===== src/rtl/regfile_mp.sv =====
// regfile_mp: 1W/2R register file with a sequential clear sweep.
// Optional feature: define REGFILE_BYPASS_EN for write-first reads.
module regfile_mp #(
   parameter int DATA_W   = 8,
   parameter int DEPTH    = 8,
   parameter int ZERO_REG = 0,
   parameter int AW       = $clog2(DEPTH)
) (
   input  logic              clk,
   input  logic              rst,
   input  logic              clr,
   input  logic              we,
   input  logic [AW-1:0]     waddr,
   input  logic [DATA_W-1:0] wdata,
   input  logic [AW-1:0]     raddr_a,
   input  logic [AW-1:0]     raddr_b,
   output logic [DATA_W-1:0] rdata_a,
   output logic [DATA_W-1:0] rdata_b,
   output logic              busy,
   output logic              wr_drop
);

   typedef enum logic {CLEAR, READY} state_t;

   localparam logic [AW:0]   LIMIT = (AW+1)'(DEPTH);
   localparam logic [AW-1:0] LAST  = AW'(DEPTH-1);

   logic [DATA_W-1:0] mem [DEPTH];

   state_t            state, state_nxt;
   logic [AW-1:0]     ptr, ptr_nxt;
   logic              sweep_we, wr_ok, drop_nxt;
   logic              ok_w, ok_a, ok_b, rd_zero;
   logic [DATA_W-1:0] rd_a_nxt, rd_b_nxt;

   // An address is usable if it exists and is not the hard-wired zero entry.
   function automatic logic usable(input logic [AW-1:0] a);
      return ({1'b0, a} < LIMIT) && !((ZERO_REG != 0) && (a == '0));
   endfunction

   assign ok_w    = usable(waddr);
   assign ok_a    = usable(raddr_a);
   assign ok_b    = usable(raddr_b);
   assign rd_zero = (state == CLEAR) || clr;

   always_comb begin
      state_nxt = state;
      ptr_nxt   = ptr;
      sweep_we  = 1'b0;
      wr_ok     = 1'b0;
      if (clr) begin
         state_nxt = CLEAR;
         ptr_nxt   = '0;
      end else if (state == CLEAR) begin
         sweep_we = 1'b1;
         ptr_nxt  = ptr + AW'(1);
         if (ptr == LAST)
            state_nxt = READY;
      end else begin
         wr_ok = we && ok_w;
      end
      drop_nxt = we && !wr_ok;
   end

   always_comb begin
      rd_a_nxt = '0;
      rd_b_nxt = '0;
      if (!rd_zero && ok_a)
         rd_a_nxt = mem[raddr_a];
      if (!rd_zero && ok_b)
         rd_b_nxt = mem[raddr_b];
`ifdef REGFILE_BYPASS_EN
      if (!rd_zero && ok_a && wr_ok && (raddr_a == waddr))
         rd_a_nxt = wdata;
      if (!rd_zero && ok_b && wr_ok && (raddr_b == waddr))
         rd_b_nxt = wdata;
`endif
   end

   always_ff @(posedge clk) begin
      if (rst) begin
         state   <= CLEAR;
         ptr     <= '0;
         rdata_a <= '0;
         rdata_b <= '0;
         wr_drop <= 1'b0;
      end else begin
         state   <= state_nxt;
         ptr     <= ptr_nxt;
         rdata_a <= rd_a_nxt;
         rdata_b <= rd_b_nxt;
         wr_drop <= drop_nxt;
      end
   end

   // Storage has no reset of its own; the sweep is what zeroes it.
   always_ff @(posedge clk) begin
      if (!rst) begin
         if (sweep_we)
            mem[ptr] <= '0;
         else if (wr_ok)
            mem[waddr] <= wdata;
      end
   end

   assign busy = (state == CLEAR);

endmodule


===== config.mk =====
export PLATFORM = sky130hd
export DESIGN_NAME = regfile_mp
export DESIGN_NICKNAME = d
export VERILOG_FILES = /design/src/rtl/regfile_mp.sv
export SDC_FILE = /design/constraint.sdc
export NUM_CORES = 1
export LEC_CHECK = 0
export ABC_AREA = 1
export CORE_AREA = 2 2 113 115
export CTS_CLUSTER_DIAMETER = 80
export DETAILED_ROUTE_END_ITERATION = 8
export DIE_AREA = 0 0 115 117
export PLACE_DENSITY_LB_ADDON = 0.12
export SKIP_CTS_REPAIR_TIMING = 1
export SYNTH_ARGS = -nofsm -noshare
export SYNTH_HDL_FRONTEND = slang
export SYNTH_SLANG_ARGS = --single-unit

===== constraint.sdc =====
create_clock -name clk -period 1.9 [get_ports clk]
set_clock_uncertainty 0.15 [all_clocks]
set_input_delay 0.19 -clock clk [delete_from_list [all_inputs] [get_ports clk]]
set_output_delay 0.19 -clock clk [all_outputs]
set_load 0.01 [all_outputs]

==> flow_summary.json <==
{
  "wl_um": 11240,
  "wl_per_cell_um": 15.39,
  "cts-buffers-inserted": 9,
  "start_kind": "input port",
  "synth.distinct_cells": 23,
  "fin_nets": 598,
  "post-route-util_pct": 42.27,
  "crit_slowest_cell": "clkdlybuf4s50_1",
  "setup_viol": 0,
  "clk_pin_slew_worst_paths_ns": 0.06,
  "clk_path_buf_depth": 2,
  "cts_tree": "done",
  "grt_max_degree": 31,
  "route.detailed.drc": 0,
  "netlist_area_um2": 4224,
  "leakagePower_nw": 2.367,
  "final_hold_viol_count": 0,
  "synth_xor_xnor_area_share_pct": 0.2073,
  "max_stage_delay_ns": 0.45,
  "ant_nets": 0,
  "worst_ep_arrival_time_ns": 1.52,
  "synth_compound_gate_area_share_pct": 0.7998,
  "clkSinkCount": 85,
  "htreeDepth": 3,
  "synth_nets": 544,
  "pin_count": 39,
  "min_period_ns": 1.625,
  "drv_slew": 0,
  "maxCapViolCount": 0,
  "final_cell_area_um2": 5204,
  "drt-initial-drc-count": 263,
  "seq_area_frac_synth_pct": 55.45,
  "tightest_slew_ns": 0.4310,
  "synthMuxAreaShare_pct": 0,
  "antenna_found_initial": 0,
  "max-slew-margin-rel_pct": 71.18,
  "final_cell_mix": "nand2_1 (172), nand3_1 (80), inv_1 (77)",
  "critPathMaxFanout": 8,
  "power_w": 0.003898,
  "postPlaceCellArea_um2": 4932,
  "hold_class": "input port to register",
  "cts-root-buf": "clkbuf_16",
  "rsz0062_at_grt": "false",
  "peakVddDrop_uv": 371.1,
  "grt_pass1_vias": 3178,
  "syn2layout_area_growth_pct": 23.19,
  "grt_pass1_wl_um": 17730,
  "die_w_um": 115,
  "p_per_area_nw_per_um2": 749.1,
  "tns_ns": 0,
  "layout-drive-gt1-share_pct": 10.52,
  "synth_warnings": 0,
  "timing.fmax_mhz": 615.3,
  "syn_area_per_cell_um2": 8.108,
  "synth_top_family_by_area": "simple AND/OR/NAND/NOR gates",
  "core_area_um2": 12310,
  "ys_seq_elements": 85,
  "insertion_delay_ns": 0.34,
  "portBuffers": 38,
  "grt_usage_pct": 17.80,
  "overflow": 0,
  "die-height_um": 117,
  "dpl.hpwl_um": 8263,
  "start_util_pct": 34.31,
  "end_kind": "register",
  "synth-adder-area-share_pct": 0.5924,
  "final_common_cell": "nand2_1",
  "ff2ff_setup_slack_ns": 0.32,
  "status": "complete, no violations",
  "cp.required_ns": 1.80,
  "crit_type": "input port to register",
  "synth-simple-area-share_pct": 31.78,
  "num_antenna_cells": 0,
  "first_pass_iters": 5,
  "vias": 3465,
  "core.rowCount": 41,
  "netlist_instances": 521,
  "min_period_over_period_pct": 85.53,
  "gp_congestion": 0.8480,
  "crit_path_cell_trace": "clkdlybuf4s50_1 > nor2_4 > buf_4 > nand4_1 > nand2_1 > nand2_1 > nor2_1 > buf_4",
  "dieArea_um2": 13460,
  "vias_per_cell": 4.747
}
[registers in the layout (all words and copies together), names as in the netlist]
name and cells:
rdata_a 8, state 1, ptr 3, rdata_b 8, wr_drop 1, mem 64
[path summary, 6_finish.rpt]
path                            start                  end  cells past startpoint
setup / recovery                  clr  mem[2][4]$_DFFE_PP_                      8
hold / removal                    rst   wr_drop$_SDFF_PP0_                      2
setup reg to reg     state$_SDFF_PP0_  mem[2][4]$_DFFE_PP_                      5
hold reg to reg   ptr[1]$_SDFFE_PP0N_  ptr[1]$_SDFFE_PP0N_                      2
[critical path: cells and delay by family]
family                 cells  cell delay (ns)
buffers and inverters      3             0.79
and+or+nand+nor            5             0.53
[power by group]
| group | total, W | leakage, nW | internal (W) | switching [W] |
|---|---|---|---|---|
| clock | 0.00160 | 0.120 | 0.000881 | 0.000718 |
| combinational | 0.000303 | 1.60 | 0.000124 | 0.000179 |
| sequential | 0.00200 | 0.648 | 0.00199 | 0.00000738 |
[cells in the mapped netlist]
| library cell | instances | area, um^2 |
|---|---|---|
| nand2_1 | 172 | 645.6 |
| nand3_1 | 80 | 400.4 |
| inv_1 | 77 | 289.0 |
| edfxtp_1 | 64 | 1922 |
| nor2_1 | 52 | 195.2 |
| dfxtp_1 | 21 | 420.4 |
| buf_2 | 20 | 100.1 |
| inv_2 | 5 | 18.77 |
| nand4_1 | 5 | 31.28 |
| buf_4 | 3 | 22.52 |
| nand2_2 | 3 | 18.77 |
| o21ai_0 | 3 | 15.01 |
| a21oi_1 | 2 | 10.01 |
| buf_6 | 2 | 22.52 |
| clkbuf_1 | 2 | 7.510 |
| ha_1 | 2 | 25.02 |
| nand3_2 | 2 | 20.02 |
| a21oi_2 | 1 | 8.760 |
| clkbuf_2 | 1 | 5.000 |
| inv_4 | 1 | 6.260 |
| nor2_4 | 1 | 11.26 |
| nor2_8 | 1 | 20.02 |
| xor2_1 | 1 | 8.760 |
[cell families after synthesis]
family          count (synthesis)
xor+xnor                        1
compound gates                  6
simple gates                  316
flops                          85
fa+ha+maj                       2
buf+inv                       111
[per-stage QoR]
step	instances	hold WS [ns]	worst slack, ns
after floorplan	521	0.1124	0.1816
after global placement	714	0.3560	-0.08781
after detailed placement	714	0.3495	-0.1096
after CTS	730	0.3199	-0.08949
after global routing	730	0.3588	0.1554
final	730	0.3241	0.2749
[layout make-up]
class	count	area, um^2
Timing Repair Buffer	71	680.7
Sequential cell	85	2344
Multi-Input combinational cell	325	1410
Tap cell	150	187.7
Inverter	83	314.1
Clock buffer	10	229.0
Clock inverter	6	38.79
Fill cell	1265	7108
[metal layers]
layer  share of wire, %  global-route usage [%]
met1                 48                   25.69
met2                 43                   26.16
met3                7.4                   4.274
met4                1.9                   6.345
met5                  0                       0
(Power assumes the default switching activity.)
